## src/rtl/mem_wb_skid_reg.sv

```systemverilog
// MEM->WB boundary register with valid/ready handshake.
// SKID=1: two-entry skid buffer, in_ready is a flop (no path from out_ready).
// SKID=0: single stall register, in_ready = !out_valid | out_ready.
// out_ctrl is forced to zero on bubbles so WB never sees a stale write enable.
module mem_wb_skid_reg #(
  parameter int DATA_W = 32,
  parameter int DEST_W = 4,
  parameter int CTRL_W = 2,
  parameter int SKID   = 1
) (
  input  logic              clk,
  input  logic              rst,
  input  logic              flush,
  input  logic              in_valid,
  output logic              in_ready,
  input  logic [CTRL_W-1:0] in_ctrl,
  input  logic [DATA_W-1:0] in_alu_res,
  input  logic [DATA_W-1:0] in_value,
  input  logic [DEST_W-1:0] in_dest,
  output logic              out_valid,
  input  logic              out_ready,
  output logic [CTRL_W-1:0] out_ctrl,
  output logic [DATA_W-1:0] out_alu_res,
  output logic [DATA_W-1:0] out_value,
  output logic [DEST_W-1:0] out_dest,
  output logic [1:0]        occupancy
);

  // State code doubles as the occupancy count.
  localparam logic [1:0] ST_EMPTY = 2'd0;
  localparam logic [1:0] ST_ONE   = 2'd1;
  localparam logic [1:0] ST_TWO   = 2'd2;

  logic [1:0]        state;
  logic [1:0]        state_d;
  logic              rdy_q;
  logic              accept;
  logic              consume;
  logic              load_main;
  logic              main_from_skid;
  logic              load_skid;

  logic [CTRL_W-1:0] main_ctrl;
  logic [DATA_W-1:0] main_alu_res;
  logic [DATA_W-1:0] main_value;
  logic [DEST_W-1:0] main_dest;
  logic [CTRL_W-1:0] skid_ctrl;
  logic [DATA_W-1:0] skid_alu_res;
  logic [DATA_W-1:0] skid_value;
  logic [DEST_W-1:0] skid_dest;

  assign out_valid   = (state != ST_EMPTY);
  assign occupancy   = state;
  assign out_ctrl    = out_valid ? main_ctrl : '0;
  assign out_alu_res = main_alu_res;
  assign out_value   = main_value;
  assign out_dest    = main_dest;

  // rdy_q is low during reset and for the first edge after it; with SKID=1 it
  // is the whole in_ready, with SKID=0 it only gates the combinational term.
  assign in_ready = (SKID != 0) ? rdy_q : (rdy_q & (~out_valid | out_ready));
  assign accept   = in_valid & in_ready;
  assign consume  = out_valid & out_ready;

  // Next-state and entry-load decisions; flush wins over accept and consume.
  always_comb begin
    state_d        = state;
    load_main      = 1'b0;
    main_from_skid = 1'b0;
    load_skid      = 1'b0;
    if (flush) begin
      state_d = ST_EMPTY;
    end else begin
      case (state)
        ST_EMPTY: begin
          if (accept) begin
            state_d   = ST_ONE;
            load_main = 1'b1;
          end
        end
        ST_ONE: begin
          if (accept && consume) begin
            load_main = 1'b1;
          end else if (accept && (SKID != 0)) begin
            state_d   = ST_TWO;
            load_skid = 1'b1;
          end else if (consume) begin
            state_d = ST_EMPTY;
          end
        end
        ST_TWO: begin
          if (consume) begin
            state_d        = ST_ONE;
            load_main      = 1'b1;
            main_from_skid = 1'b1;
          end
        end
        default: state_d = ST_EMPTY;
      endcase
    end
  end

  // State register and registered ready.
  always_ff @(posedge clk or posedge rst) begin
    if (rst) begin
      state <= ST_EMPTY;
      rdy_q <= 1'b0;
    end else begin
      state <= state_d;
      rdy_q <= (state_d != ST_TWO);
    end
  end

  // Head entry: loaded from the input or promoted from the skid entry.
  always_ff @(posedge clk or posedge rst) begin
    if (rst) begin
      main_ctrl    <= '0;
      main_alu_res <= '0;
      main_value   <= '0;
      main_dest    <= '0;
    end else if (load_main) begin
      main_ctrl    <= main_from_skid ? skid_ctrl    : in_ctrl;
      main_alu_res <= main_from_skid ? skid_alu_res : in_alu_res;
      main_value   <= main_from_skid ? skid_value   : in_value;
      main_dest    <= main_from_skid ? skid_dest    : in_dest;
    end
  end

  // Second entry, only written when the head is stalled.
  always_ff @(posedge clk or posedge rst) begin
    if (rst) begin
      skid_ctrl    <= '0;
      skid_alu_res <= '0;
      skid_value   <= '0;
      skid_dest    <= '0;
    end else if (load_skid) begin
      skid_ctrl    <= in_ctrl;
      skid_alu_res <= in_alu_res;
      skid_value   <= in_value;
      skid_dest    <= in_dest;
    end
  end

endmodule

```

## config.mk

```make
export PLATFORM = sky130hd
export DESIGN_NAME = mem_wb_skid_reg
export DESIGN_NICKNAME = d
export VERILOG_FILES = /design/src/rtl/mem_wb_skid_reg.sv
export SDC_FILE = /design/constraint.sdc
export NUM_CORES = 1
export LEC_CHECK = 0
export ABC_AREA = 1
export BUFFER_PORTS_ARGS = -buffer_cell sky130_fd_sc_hd__buf_2
export CORE_UTILIZATION = 45
export CTS_BUF_LIST = sky130_fd_sc_hd__clkbuf_4
export CTS_CLUSTER_DIAMETER = 60
export CTS_CLUSTER_SIZE = 12
export DETAILED_ROUTE_END_ITERATION = 6
export GPL_TIMING_DRIVEN = 0
export PLACE_DENSITY_LB_ADDON = 0.12
export SLEW_MARGIN = 15
export SYNTH_ARGS = -nofsm -noshare
export SYNTH_HDL_FRONTEND = slang
export SYNTH_SLANG_ARGS = --single-unit
```

## constraint.sdc

```tcl
create_clock -name clk -period 10.6 [get_ports clk]
set_clock_uncertainty 0.2 [all_clocks]
set_input_delay 0.53 -clock clk [delete_from_list [all_inputs] [get_ports clk]]
set_output_delay 0.53 -clock clk [all_outputs]
set_load 0.01 [all_outputs]
```

==> Yosys cells after proc, flatten, opt, wreduce, memory -nomap -nowiden <==
Index checks and enable logic that the tools add are counted.
{ "op_classes": {"n_bitwise": 2, "eq_ne": 3, "n_reduce_logical": 3, "mux": 22} }
{ "ops": {"columns": ["operator", "count"], "rows": [
  ["2-to-1 mux 32 bit", 2],
  ["2-to-1 mux 2 bit", 8],
  ["2-to-1 mux 1 bit", 9],
  ["case mux 2 bit (3 select lines)", 1],
  ["2-to-1 mux 4 bit", 1],
  ["case mux 1 bit (3 select lines)", 1],
  ["AND 1 bit", 2],
  ["equality test 2 x 1 -> 1 bit (second input constant)", 1],
  ["equality test 2 bit (second input constant)", 1],
  ["zero test 2 bit", 1],
  ["inequality test 2 bit (second input constant)", 1],
  ["nonzero test 2 bit", 1],
  ["logical AND 1 bit", 1]
]} }
{ "totals": {"wordCells": 40, "in_bits": 75, "register_bits": 143, "output_inout_bits": 74} }

==> Logic depth before layout (Yosys ltp) <==
{ "logic_depth": {"depth_word": 8, "mapped_depth": 9, "ltp_nobuf": 7} }

==> Worst setup path before layout <==
Ideal clock, no wire load.
{ "synth_timing": {"path_kind": "input to register", "startpoint": "input out_ready", "endpoint": "register main_dest[0], in the netlist out_dest[0]", "path_stages": 9, "setup_ps": 117, "required_ps": 10283, "path_buffers": 2, "t_arrival_ps": 1387, "path_slack_ps": 8896, "cell_sequence": "inv_1 -> nor2_2 -> nand2_2 -> buf_2 -> buf_2 -> nand2_1 -> nand2_1 -> nand2_1 -> nand2_1"} }
{ "synth_between": {"elab_chain_cells": 5, "elab_cells_between_ends": 9, "classes_between": "7 x mux; 1 x bitwise; 1 x reduce/logical"} }
{ "synth_rtl": {"columns": ["item", "line_no", "rtl"], "rows": [
  ["start: declaration", "21", "input logic out_ready,"],
  ["AND 1 bit *", "63", "assign consume = out_valid & out_ready;"],
  ["logical AND 1 bit / 2-to-1 mux 1 bit (equally long branches)", "82, 92", null],
  ["2-to-1 mux 1 bit, on equally long branches", "82, 74", null],
  ["case mux 1 bit (3 select lines) / 2-to-1 mux 1 bit (equally long branches)", "74, 71", null],
  ["2-to-1 mux 1 bit / 2-to-1 mux 4 bit (equally long branches)", "71, 125", null],
  ["end signal: assignment", "125", "main_dest <= main_from_skid ? skid_dest : in_dest;"],
  ["end: declaration", "46", "logic [DEST_W-1:0] main_dest;"]
]} }
Mark *: on every way between the ends. The rest lies on a longest branch, timed or not.
A chain may end at the register's enable or synchronous reset.

==> Final worst setup path <==
{ "layout_timing": {"startpoint": "register state[0], in the netlist occupancy[0]", "endpoint": "register main_value[20], in the netlist out_value[20]"} }
{ "layout_between": {"elab_chain_cells": 6, "elab_cells_between_ends": 13, "classes_between": "2 x eq/ne; 7 x mux; 1 x bitwise; 3 x reduce/logical"} }
{ "layout_rtl": {"columns": ["item", "line_no", "rtl"], "rows": [
  ["start: declaration", "34", "logic [1:0] state;"],
  ["start signal: assignment", "109", "state <= state_d;"],
  ["nonzero test 2 bit", "52", "assign out_valid = (state != ST_EMPTY);"],
  ["AND 1 bit", "63", null],
  ["logical AND 1 bit / 2-to-1 mux 1 bit (equally long branches)", "82, 92", null],
  ["2-to-1 mux 1 bit, on equally long branches", "82, 74", null],
  ["case mux 1 bit (3 select lines) / 2-to-1 mux 1 bit (equally long branches)", "74, 71", null],
  ["2-to-1 mux 1 bit / 2-to-1 mux 32 bit (equally long branches)", "71, 124", null],
  ["end signal: assignment", "124", "main_value <= main_from_skid ? skid_value : in_value;"],
  ["end: declaration", "45", "logic [DATA_W-1:0] main_value;"]
]} }
Parallel ways exist; a longest one is shown, timed or not.

==> results.sh <==
export IMPL_hold_viol_final=0
export IMPL_power_density_nw_per_um2=184.3
export IMPL_cp_start_kind="flop"
export IMPL_p_leak_nw=4.894
export IMPL_netlist_instances=863
export IMPL_h_tree_depth=4
export IMPL_synth_nets=938
export IMPL_path_common_cell="nand2_1"
export IMPL_required_ns=10.83
export IMPL_die_y_um=122.4
export IMPL_drive_above_1_share_pct=19.39
export IMPL_max_stage_delay_ns=0.39
export IMPL_synth_compound_gate_area_share_pct=0.2685
export IMPL_drc_errors=0
export IMPL_gp_congestion=0.8375
export IMPL_finalSetupTns_ns=0
export IMPL_report_final_slew_viol_count=0
export IMPL_avgSynthCellArea_um2=7.559
export IMPL_hp_class="in -> reg"
export IMPL_ys_ff_latch=143
export IMPL_cts_inserted_buffers=17
export IMPL_rows=43
export IMPL_min_from="flush"
export IMPL_cts_resized=0
export IMPL_yosys_area_share_simple_pct=40.43
export IMPL_cp_slowest_cell="dfrtp_1"
export IMPL_maxCapViolCount=0
export IMPL_cts_setup_buffers=0
export IMPL_arrival_ns=2.51
export IMPL_cp_end_kind="flop"
export IMPL_vias=6310
export IMPL_syn_area_um2=6524
export IMPL_grt_first_pass_wirelength_um=28370
export IMPL_synthAdderAreaFrac_pct=0
export IMPL_hpwl_um=11740
export IMPL_first_iter_violations=460
export IMPL_ir_drop_v=0.0001102
export IMPL_critical_path_max_fanout=10
export IMPL_grt_antenna_before_repair=1
export IMPL_wl_per_cell_um=13.72
export IMPL_totalWireLength_um=17760
export IMPL_min_period_ns=2.286
export IMPL_final_common_cell="nand2_1"
export IMPL_fmax_ghz=0.4374
export IMPL_clk_pin_slew_ns=0.11
export IMPL_synth_xor_area_share_pct=0
export IMPL_first_pass_iters=4
export IMPL_rr_startpoint="occupancy[0]"
export IMPL_yosys_top_cells_area="dfrtp_1 (55%), nand2_1 (29%), nand3_1 (11%)"
export IMPL_synth_top_family_by_area="simple AND/OR/NAND/NOR gates"
export IMPL_dp_cells=1192
export IMPL_instances_no_fill=1295
export IMPL_critical_path_top_delay_family="simple AND/OR/NAND/NOR gates"
export IMPL_port_buffers=148
export IMPL_synth_area_mux_share_pct=0
export IMPL_io_pins=149
export IMPL_final_area_um2=8597
export IMPL_ys_seq_area_share_pct=54.85
export IMPL_cts_root_buf="clkbuf_4"
export IMPL_finalSetupViolations=0
export IMPL_hold_buffers=70
export IMPL_grt_max_degree=100
export IMPL_core_area_um2=13990
export IMPL_die_w_um=122.4
export IMPL_synth_top_cell_by_area="dfrtp_1"
export IMPL_overflow=0
export IMPL_pre_cts_slack_ns=8.175
export IMPL_setup_ws_ns=8.314
export IMPL_fin_crit_sh_pct=21.57
export IMPL_grt_pass1_vias=5898
export IMPL_place_area_um2=7525
export IMPL_status="finished clean"
export IMPL_start_util_pct=46.64
export IMPL_ant_nets=0
export IMPL_critical_path_buf_inv_count=2
export IMPL_cts_sinks=143
export IMPL_ys_types=16
export IMPL_cp_startpoint="occupancy[0]"
export IMPL_area_growth_syn_to_layout_pct=31.78
export IMPL_crit_type="reg -> reg"
export IMPL_cts_tree="yes"
export IMPL_crit_chain="buf_2, o21ai_1, nand2_1, nand2_1, nand2_1, buf_2, nand2_1, nand2_1"
export IMPL_grt_usage_pct=24.76
export IMPL_fin_nets=1177
export IMPL_die_area_um2=14980
export IMPL_avgViaCountPerCell=4.873
export IMPL_final_util_pct=61.46
export IMPL_final_cell_mix="nand2_1 (498), buf_2 (179), dfrtp_1 (143)"
export IMPL_slew_headroom_pct=63.72
export IMPL_yosys_warnings=0
export IMPL_yosys_area_top_type_share_pct=54.85
export IMPL_rsz0062_at_grt="false"
export IMPL_fill_cells=1297
export IMPL_worstMarginPinSlew_ns=0.5437
export IMPL_cts_max_path_buffers=2
export IMPL_clock_latency_ns=0.56
## worst register-to-register path: stages, from the launching register on
cell and delay, ns:
dfrtp_1 0.39, buf_2 0.17, o21ai_1 0.13, nand2_1 0.09, nand2_1 0.35, nand2_1 0.39
buf_2 0.31, nand2_1 0.08, nand2_1 0.06
## cells in the mapped netlist
master    instances
clkbuf_1         27
nand2_1         498
inv_1             7
a22oi_1           1
nor2_1            4
nand2_2           1
nand3_1         140
nor2_4            1
inv_2             2
o21ai_1           1
nor2_2            2
nand4_1           2
a21oi_1           1
buf_2            31
nor3_1            2
dfrtp_1         143
## logic make-up after synthesis
family,Yosys count
AOI/OAI and AO/OA,3
DFF,143
and+or+nand+nor,650
buffers and inverters,67
## area by class of cell
type | count | area (um2) | share of cell area [%]
flip-flops and latches | 143 | 3578 | 41.62
repair buffers | 220 | 1479 | 17.20
well taps | 180 | 225.2 | 2.620
clock inverters | 12 | 216.5 | 2.518
diodes | 1 | 2.502 | 0.02911
clock buffers | 19 | 142.6 | 1.659
inverters | 9 | 41.29 | 0.4803
multi-input cells | 653 | 2655 | 30.88
plain buffers | 58 | 256.5 | 2.984
## final timing paths
check,end,slack (ns),depth (start not counted)
max,out_value[20],8.31,8
min,occupancy[0],0.1,4
max reg2reg,out_value[20],8.31,8
min reg2reg,skid_alu_res[28],0.28,2
max in group asynchronous,out_value[2],9.13,4
min in group asynchronous,out_value[23],0.30,3
## power by group
| group | internal [W] | leakage (nW) | total, W | switching (W) |
|---|---|---|---|---|
| Combinational | 0.000157 | 2.92 | 0.000364 | 0.000207 |
| Sequential | 0.000702 | 1.79 | 0.000789 | 0.0000865 |
| Clock | 0.000237 | 0.184 | 0.000432 | 0.000195 |
## flip-flops by register name (all words and copies together) (netlist names)
name / count
in_ready: 1
out_dest: 4
out_alu_res: 32
main_ctrl: 2
skid_dest: 4
skid_ctrl: 2
skid_alu_res: 32
out_value: 32
occupancy: 2
skid_value: 32
## per-stage QoR
step | hold slack [ns] | total power [W]
after detailed placement | 0.2585 | 0.001145
after global routing | 0.08261 | 0.001687
after CTS | 0.0005576 | 0.001596
final | 0.09733 | 0.001585
after global placement | 0.2536 | 0.001135
after floorplan | 0.2425 | 0.0009961
## per-layer routing
| layer | vias up | GRT usage [%] | routed length (um) |
|---|---|---|---|
| met3 | 33 | 4.693 | 1050 |
| met2 | 233 | 38.41 | 8240 |
| met1 | 2860 | 33.85 | 8076 |
| met4 | 0 | 10.67 | 396 |
| met5 | - | 0 | 0 |
| li1 | 3184 | - | - |
(Power assumes the default switching activity.)
